File: src/rtl/fetch_buffer_pkg.sv
// rtl/fetch_buffer_pkg.sv - shared widths and queue entry layout for the fetch buffer
package fetch_buffer_pkg;

  localparam int ADDR_WIDTH  = 32;
  localparam int INSTR_WIDTH = 32;

  typedef struct packed {
    logic [1:0][ADDR_WIDTH-1:0]  pc;
    logic                        slot1_ok;
    logic [1:0]                  pred;
    logic [1:0][INSTR_WIDTH-1:0] instr;
    logic                        filled;
  } fetch_entry_t;

endpackage

File: src/rtl/fetch_buffer_if.sv
// rtl/fetch_buffer_if.sv - predictor, instruction-memory and decode signals of the fetch buffer
interface fetch_buffer_if;
  import fetch_buffer_pkg::*;

  logic [1:0][ADDR_WIDTH-1:0]  pc_in;
  logic [1:0]                  pc_valid_in;
  logic [1:0]                  pred_branch_in;
  logic                        stall_out;
  logic                        imem_req_valid;
  logic [ADDR_WIDTH-1:0]       imem_req_addr;
  logic                        imem_req_ready;
  logic                        imem_resp_valid;
  logic [63:0]                 imem_resp_data;
  logic [1:0]                  dec_valid;
  logic [1:0][INSTR_WIDTH-1:0] dec_instr;
  logic [1:0][ADDR_WIDTH-1:0]  dec_pc;
  logic [1:0]                  dec_pred_branch;
  logic                        dec_ready;

  modport slave (
    input  pc_in, pc_valid_in, pred_branch_in, imem_req_ready, imem_resp_valid,
    input  imem_resp_data, dec_ready,
    output stall_out, imem_req_valid, imem_req_addr, dec_valid, dec_instr, dec_pc,
    output dec_pred_branch
  );

  modport master (
    output pc_in, pc_valid_in, pred_branch_in, imem_req_ready, imem_resp_valid,
    output imem_resp_data, dec_ready,
    input  stall_out, imem_req_valid, imem_req_addr, dec_valid, dec_instr, dec_pc,
    input  dec_pred_branch
  );

endinterface

File: src/rtl/fetch_buffer.sv
// rtl/fetch_buffer.sv - two-wide fetch stage with an in-order queue of in-flight instruction pairs
// A redirect empties the queue and turns outstanding requests into responses to drop.
module fetch_buffer
  import fetch_buffer_pkg::*;
#(
  parameter int DEPTH = 4
) (
  input  logic          clk,
  input  logic          reset,
  input  logic          ext_flush,
  fetch_buffer_if.slave bus
);

  localparam int PW = $clog2(DEPTH);
  localparam int CW = $clog2(DEPTH + 1);

  fetch_entry_t r_q [DEPTH];
  logic [PW-1:0] r_alloc_ptr;
  logic [PW-1:0] r_fill_ptr;
  logic [PW-1:0] r_head_ptr;
  logic [CW-1:0] r_occ;
  logic [CW-1:0] r_drop_cnt;

  logic [CW-1:0] w_unfilled;
  logic [CW:0]   w_credit_used;
  logic          w_req_valid;
  logic          w_accept;
  logic          w_dec_valid0;
  logic          w_pop;
  logic          w_slot1_ok;
  fetch_entry_t  w_head;

  // Allocated entries still waiting for their memory response.
  always_comb begin
    w_unfilled = '0;
    for (int i = 0; i < DEPTH; i++) begin
      if ((CW'(i) < r_occ) && !r_q[r_head_ptr + PW'(i)].filled) begin
        w_unfilled = w_unfilled + CW'(1);
      end
    end
  end

  assign w_credit_used = {1'b0, r_occ} + {1'b0, r_drop_cnt};
  assign w_req_valid   = bus.pc_valid_in[0] & ~ext_flush & ~reset &
                         (w_credit_used < (CW+1)'(DEPTH));
  assign w_accept      = w_req_valid & bus.imem_req_ready;
  assign w_head        = r_q[r_head_ptr];
  assign w_dec_valid0  = (r_occ != '0) & w_head.filled;
  assign w_pop         = w_dec_valid0 & bus.dec_ready;
  assign w_slot1_ok    = bus.pc_valid_in[1] & ~bus.pred_branch_in[0] &
                         (bus.pc_in[1] == bus.pc_in[0] + ADDR_WIDTH'(4));

  assign bus.imem_req_valid  = w_req_valid;
  assign bus.imem_req_addr   = bus.pc_in[0];
  assign bus.stall_out       = ~w_accept;
  assign bus.dec_valid       = {w_dec_valid0 & w_head.slot1_ok, w_dec_valid0};
  assign bus.dec_instr       = w_head.instr;
  assign bus.dec_pc          = w_head.pc;
  assign bus.dec_pred_branch = w_head.pred;

  always_ff @(posedge clk or posedge reset) begin
    if (reset) begin
      r_alloc_ptr <= '0;
      r_fill_ptr  <= '0;
      r_head_ptr  <= '0;
      r_occ       <= '0;
      r_drop_cnt  <= '0;
      for (int i = 0; i < DEPTH; i++) begin
        r_q[i] <= '0;
      end
    end else if (ext_flush) begin
      r_alloc_ptr <= '0;
      r_fill_ptr  <= '0;
      r_head_ptr  <= '0;
      r_occ       <= '0;
      r_drop_cnt  <= r_drop_cnt + w_unfilled - CW'(bus.imem_resp_valid);
    end else begin
      if (bus.imem_resp_valid) begin
        if (r_drop_cnt != '0) begin
          r_drop_cnt <= r_drop_cnt - CW'(1);
        end else begin
          r_q[r_fill_ptr].instr  <= bus.imem_resp_data;
          r_q[r_fill_ptr].filled <= 1'b1;
          r_fill_ptr             <= r_fill_ptr + PW'(1);
        end
      end
      if (w_accept) begin
        r_q[r_alloc_ptr].pc       <= bus.pc_in;
        r_q[r_alloc_ptr].slot1_ok <= w_slot1_ok;
        r_q[r_alloc_ptr].pred     <= bus.pred_branch_in;
        r_q[r_alloc_ptr].filled   <= 1'b0;
        r_alloc_ptr               <= r_alloc_ptr + PW'(1);
      end
      if (w_pop) begin
        r_head_ptr <= r_head_ptr + PW'(1);
      end
      r_occ <= r_occ + CW'(w_accept) - CW'(w_pop);
    end
  end

  a_drop_bound: assert property (@(posedge clk) disable iff (reset)
    ({1'b0, r_drop_cnt} + {1'b0, w_unfilled}) <= (CW+1)'(DEPTH));

endmodule

File: src/flat_wrapper.sv
// flat-port wrapper written by rule: the top's interface ports become plain ports
module fetch_buffer_flat import fetch_buffer_pkg::*;
#(
  parameter int DEPTH = 4
)
  (clk, reset, ext_flush, bus_pc_in, bus_pc_valid_in, bus_pred_branch_in, bus_imem_req_ready, bus_imem_resp_valid, bus_imem_resp_data, bus_dec_ready, bus_stall_out, bus_imem_req_valid, bus_imem_req_addr, bus_dec_valid, bus_dec_instr, bus_dec_pc, bus_dec_pred_branch);
  fetch_buffer_if bus_i ();
  input  logic clk;
  input  logic reset;
  input  logic ext_flush;
  input wire logic [$bits(bus_i.pc_in)-1:0] bus_pc_in;
  input wire logic [$bits(bus_i.pc_valid_in)-1:0] bus_pc_valid_in;
  input wire logic [$bits(bus_i.pred_branch_in)-1:0] bus_pred_branch_in;
  input wire logic [$bits(bus_i.imem_req_ready)-1:0] bus_imem_req_ready;
  input wire logic [$bits(bus_i.imem_resp_valid)-1:0] bus_imem_resp_valid;
  input wire logic [$bits(bus_i.imem_resp_data)-1:0] bus_imem_resp_data;
  input wire logic [$bits(bus_i.dec_ready)-1:0] bus_dec_ready;
  output wire logic [$bits(bus_i.stall_out)-1:0] bus_stall_out;
  output wire logic [$bits(bus_i.imem_req_valid)-1:0] bus_imem_req_valid;
  output wire logic [$bits(bus_i.imem_req_addr)-1:0] bus_imem_req_addr;
  output wire logic [$bits(bus_i.dec_valid)-1:0] bus_dec_valid;
  output wire logic [$bits(bus_i.dec_instr)-1:0] bus_dec_instr;
  output wire logic [$bits(bus_i.dec_pc)-1:0] bus_dec_pc;
  output wire logic [$bits(bus_i.dec_pred_branch)-1:0] bus_dec_pred_branch;
  assign bus_i.pc_in = bus_pc_in;
  assign bus_i.pc_valid_in = bus_pc_valid_in;
  assign bus_i.pred_branch_in = bus_pred_branch_in;
  assign bus_i.imem_req_ready = bus_imem_req_ready;
  assign bus_i.imem_resp_valid = bus_imem_resp_valid;
  assign bus_i.imem_resp_data = bus_imem_resp_data;
  assign bus_i.dec_ready = bus_dec_ready;
  assign bus_stall_out = bus_i.stall_out;
  assign bus_imem_req_valid = bus_i.imem_req_valid;
  assign bus_imem_req_addr = bus_i.imem_req_addr;
  assign bus_dec_valid = bus_i.dec_valid;
  assign bus_dec_instr = bus_i.dec_instr;
  assign bus_dec_pc = bus_i.dec_pc;
  assign bus_dec_pred_branch = bus_i.dec_pred_branch;
  fetch_buffer #(.DEPTH(DEPTH)) u_core (.clk(clk), .reset(reset), .ext_flush(ext_flush), .bus(bus_i));
endmodule
File: config.mk
export PLATFORM = sky130hd
export DESIGN_NAME = fetch_buffer_flat
export DESIGN_NICKNAME = d
export VERILOG_FILES = /design/src/rtl/fetch_buffer_pkg.sv /design/src/rtl/fetch_buffer_if.sv /design/src/rtl/fetch_buffer.sv /design/src/flat_wrapper.sv
export SDC_FILE = /design/constraint.sdc
export NUM_CORES = 1
export LEC_CHECK = 0
export ABC_AREA = 1
export BUFFER_PORTS_ARGS = -buffer_cell sky130_fd_sc_hd__buf_2
export CORE_ASPECT_RATIO = 2
export CORE_MARGIN = 2
export CORE_UTILIZATION = 59
export CTS_BUF_LIST = sky130_fd_sc_hd__clkbuf_8 sky130_fd_sc_hd__clkbuf_16
export DETAILED_ROUTE_END_ITERATION = 8
export GPL_TIMING_DRIVEN = 0
export PLACE_DENSITY = 0.93
export SLEW_MARGIN = 20
export SYNTH_ARGS = -nofsm -noshare
export SYNTH_HDL_FRONTEND = slang
export SYNTH_SLANG_ARGS = --single-unit
File: constraint.sdc
create_clock -name clk -period 23.8 [get_ports clk]
set_input_delay 2.38 -clock clk [delete_from_list [all_inputs] [get_ports clk]]
set_output_delay 2.38 -clock clk [all_outputs]
set_load 0.01 [all_outputs]
==> flow_summary_export.csv <==
group,metric,value,unit
clock_network,cts-hold-fix-buffers,0,
synth,synth_cell_types,45,
synth,synth_seq_area_share,54.1,%
layout,areaGrowthSynthToFinish,16.0,%
synth,synth_fp_nets,2817,
placement,port_buffers,301,
synth,top_area_cell_type_share_of_the_netlist_area,54.1,%
die,starting_density_of_the_core,59.8,%
route,routed-via-count,22200,
sta,fin_crit,6500,ps
route,route.detailed.vias_per_inst,6.19,
power_and_ir_drop,leakage,14.6,nW
synth,asyncSetResetFlopFracSynth,100,%
route,dr.pass1.iters,5,
clock_network,cts.sink_count,540,
sta,fin_crit_sh,27.3,%
sta,max-slew-margin-rel,27.6,%
worst_setup_path,setup.worst_path.class,"primary input to output port",
layout,utilization_after_layout,69.4,%
sta,finalSetupTns,0,ps
grt,grt.overflow.total,0,
die,die_outline_area,44100,um^2
layout,drive_gt1_share,21.2,%
grt,grt_pass1_wl,126000,um
synth,yosys-top-cells-area,"sky130_fd_sc_hd__dfrtp_1 54%, sky130_fd_sc_hd__nand2_1 9.8%, sky130_fd_sc_hd__mux2_2 5.8%",
power_and_ir_drop,cellPowerDensity,114,nW/um^2
die,die_height,295,um
route,drtAntennaViolNets,0,
grt,via_count_of_the_first_global_routing_pass,23200,
route,finalWirelength,82900,um
power_and_ir_drop,power,3.30,mW
sta,rsz0062_at_grt,"false",
placement,hpwl,60800,um
clock_network,cts.reportedPaths.clkPinSlew,70,ps
worst_setup_path,end_kind,"output port",
sta,timing_worst_slew_pin_value,1090,ps
sta,final_max_slew_viol_count,0,
grt,antenna_found_initial,4,
layout,finalNetCount,3170,
worst_setup_path,critical_path.max_fanout,113,
die,num_rows,106,
worst_setup_path,crit_path_start_kind,"primary input",
die,io_pins,304,
run,cap_viol_max_count,0,
clock_network,tritoncts_buffers,45,
synth,synth_top_flop_cell,"sky130_fd_sc_hd__dfrtp_1",
power_and_ir_drop,worst_ir_drop_vdd,0.0705,mV
clock_network,htreeDepth,2,
synth,synthDominantAreaCellType,"sky130_fd_sc_hd__dfrtp_1",
clock_network,post_cts_resized,0,
synth,syn_inst,2654,
sta,hold_viol,0,
grt,globalRouteTotalUtil,37.5,%
synth,synth_edf_count,0,
die,core-area,41800,um^2
route,post_drt_wl_per_cell,23.1,um
placement,inst_count_dp,3500,
worst_setup_path,worstPathArrival,4120,ps
hold_path,hold_class,"flop to flop",
layout,finalNonFillerCells,3586,
synth,syn_avg_cell_area,9.41,um^2
run_status,run_status,"completed",
sta,setup_viol_count_final,0,
layout,layout_filler_cell_count,2890,
sta,hold_ws,489,ps
clock_network,cts.root.buffer_cell,"sky130_fd_sc_hd__clkbuf_16",
route,detail_route.iter0.violations,2061,
clock_network,max-clock-path-buffers,3,
sta,max_freq,0.154,GHz
synth,yosys_register_bits,540,
route,drt_drc_violations_left,0,
synth,syn_area,25000,um^2
worst_setup_path,required,21420,ps
synth,yosysWarnings,0,
clock_network,clock_latency,570,ps
placement,place.gp.congestion,0.998,
clock_network,cts_setup_buffers,0,
clock_network,tritoncts_clock_tree,"done",
sta,skew,21.5,ps
die,fp.dieW,149,um
grt,grt_max_degree,114,
-- layout by cell type, fill, tap and decap left out, types with 57 or more instances in the layout --
cell type and n:
sky130_fd_sc_hd__nand2_1 650, sky130_fd_sc_hd__dfrtp_1 540, sky130_fd_sc_hd__buf_2 328, sky130_fd_sc_hd__inv_1 267
sky130_fd_sc_hd__o21ai_0 252, sky130_fd_sc_hd__a22oi_1 167, sky130_fd_sc_hd__o21ai_1 161, sky130_fd_sc_hd__mux2_2 128
sky130_fd_sc_hd__clkbuf_1 98, sky130_fd_sc_hd__o221ai_1 64, sky130_fd_sc_hd__nand3_1 57
-- metal layers --
layer  track usage [%]  up-vias  part of all wire [%]
met4              32.9        2                    10
met1              35.7    10700                    30
met2              67.6     1455                    52
met5                 0        -                 0.014
met3              6.77      473                   7.5
li1                  -     9536                     -
-- report_power, final --
part | switching (mW) | internal (mW)
clock network | 0.351 | 0.481
logic | 0.687 | 0.443
registers | 0.151 | 1.19
-- kinds of logic (layout without fill, tap and decap cells) --
kind of cell | after synthesis | after routing | share of synthesized area (%)
adder cells (fa/ha/maj) | 25 | 25 | 1.31
XOR/XNOR | 26 | 26 | 0.912
AO/OA/AOI/OAI | 666 | 666 | 16.2
buffers and inverters | 466 | 855 | 8.28
other | 0 | 3 | 0
multiplexers | 130 | 130 | 5.85
flip-flops | 540 | 540 | 54.1
AND/OR/NAND/NOR | 801 | 801 | 13.4
-- Yosys cell counts (2+ instances only) --
library cell,count
sky130_fd_sc_hd__nand2_1,650
sky130_fd_sc_hd__o21bai_1,5
sky130_fd_sc_hd__buf_1,10
sky130_fd_sc_hd__a21oi_1,8
sky130_fd_sc_hd__mux2_2,128
sky130_fd_sc_hd__dfrtp_1,540
sky130_fd_sc_hd__xnor2_1,7
sky130_fd_sc_hd__buf_4,35
sky130_fd_sc_hd__buf_6,20
sky130_fd_sc_hd__mux2i_1,2
sky130_fd_sc_hd__nand3_1,57
sky130_fd_sc_hd__fa_1,2
sky130_fd_sc_hd__nand2_2,6
sky130_fd_sc_hd__nand2_4,5
sky130_fd_sc_hd__a211oi_1,2
sky130_fd_sc_hd__nand3_2,5
sky130_fd_sc_hd__nand4_1,12
sky130_fd_sc_hd__buf_2,27
sky130_fd_sc_hd__ha_1,23
sky130_fd_sc_hd__nor3_1,2
sky130_fd_sc_hd__nor2_4,7
sky130_fd_sc_hd__inv_2,4
sky130_fd_sc_hd__a22oi_1,167
sky130_fd_sc_hd__o21ai_0,252
sky130_fd_sc_hd__nor2_1,40
sky130_fd_sc_hd__xor2_1,19
sky130_fd_sc_hd__nor2_2,10
sky130_fd_sc_hd__o21ai_1,161
sky130_fd_sc_hd__clkinv_1,5
sky130_fd_sc_hd__nor3_2,2
sky130_fd_sc_hd__inv_1,266
sky130_fd_sc_hd__clkbuf_1,98
sky130_fd_sc_hd__o221ai_1,64
sky130_fd_sc_hd__a31oi_1,2
-- cell type report --
type	count	area, um^2	area share (%)
multi-input combinational	1648	9400	32.4
clock inverter	22	304	1.05
clock buffer	61	1370	4.72
buffer	190	1030	3.55
tap	540	676	2.33
sequential	540	13500	46.6
inverter	276	1050	3.62
antenna	3	7.51	0.0259
timing repair buffer	306	1640	5.67
-- registers in the layout (all words and copies together), names as in the netlist --
| name | flops |
|---|---|
| u_core.r_fill_ptr | 2 |
| u_core.r_occ | 3 |
| u_core.r_head_ptr | 2 |
| u_core.r_drop_cnt | 3 |
| u_core.r_q | 528 |
| u_core.r_alloc_ptr | 2 |
-- stage by stage --
step	worst slack, ps	cell area, um^2
after global routing	17080	29000
final	17300	29000
after CTS	17210	29000
after detailed placement	17210	27300
after global placement	2280	27200
after floorplan	5830	25000
-- worst max-delay path: stages --
cell and delay [ps]:
sky130_fd_sc_hd__buf_2 130, sky130_fd_sc_hd__inv_8 310, sky130_fd_sc_hd__buf_16 430, sky130_fd_sc_hd__nand4_1 220, sky130_fd_sc_hd__a31oi_4 240, sky130_fd_sc_hd__nand2_4 140, sky130_fd_sc_hd__buf_2 170
-- path summary, 6_finish.rpt --
check | to | cells past startpoint | slack (ps) | startpoint
max in group asynchronous | u_core.r_q[276]$_DFFE_PP0P_ | 4 | 20540 | reset
hold / removal | u_core.r_q[99]$_DFFE_PP0P_ | 2 | 490 | u_core.r_q[99]$_DFFE_PP0P_
setup / recovery | bus_stall_out | 7 | 17300 | reset
hold reg to reg | u_core.r_q[99]$_DFFE_PP0P_ | 2 | 490 | u_core.r_q[99]$_DFFE_PP0P_
setup reg to reg | u_core.r_drop_cnt[2]$_DFFE_PP0P_ | 20 | 20070 | u_core.r_occ[2]$_DFF_PP0_
min in group asynchronous | u_core.r_q[52]$_DFFE_PP0P_ | 2 | 1840 | reset
Note: power is estimated with default switching activity, not from simulation.
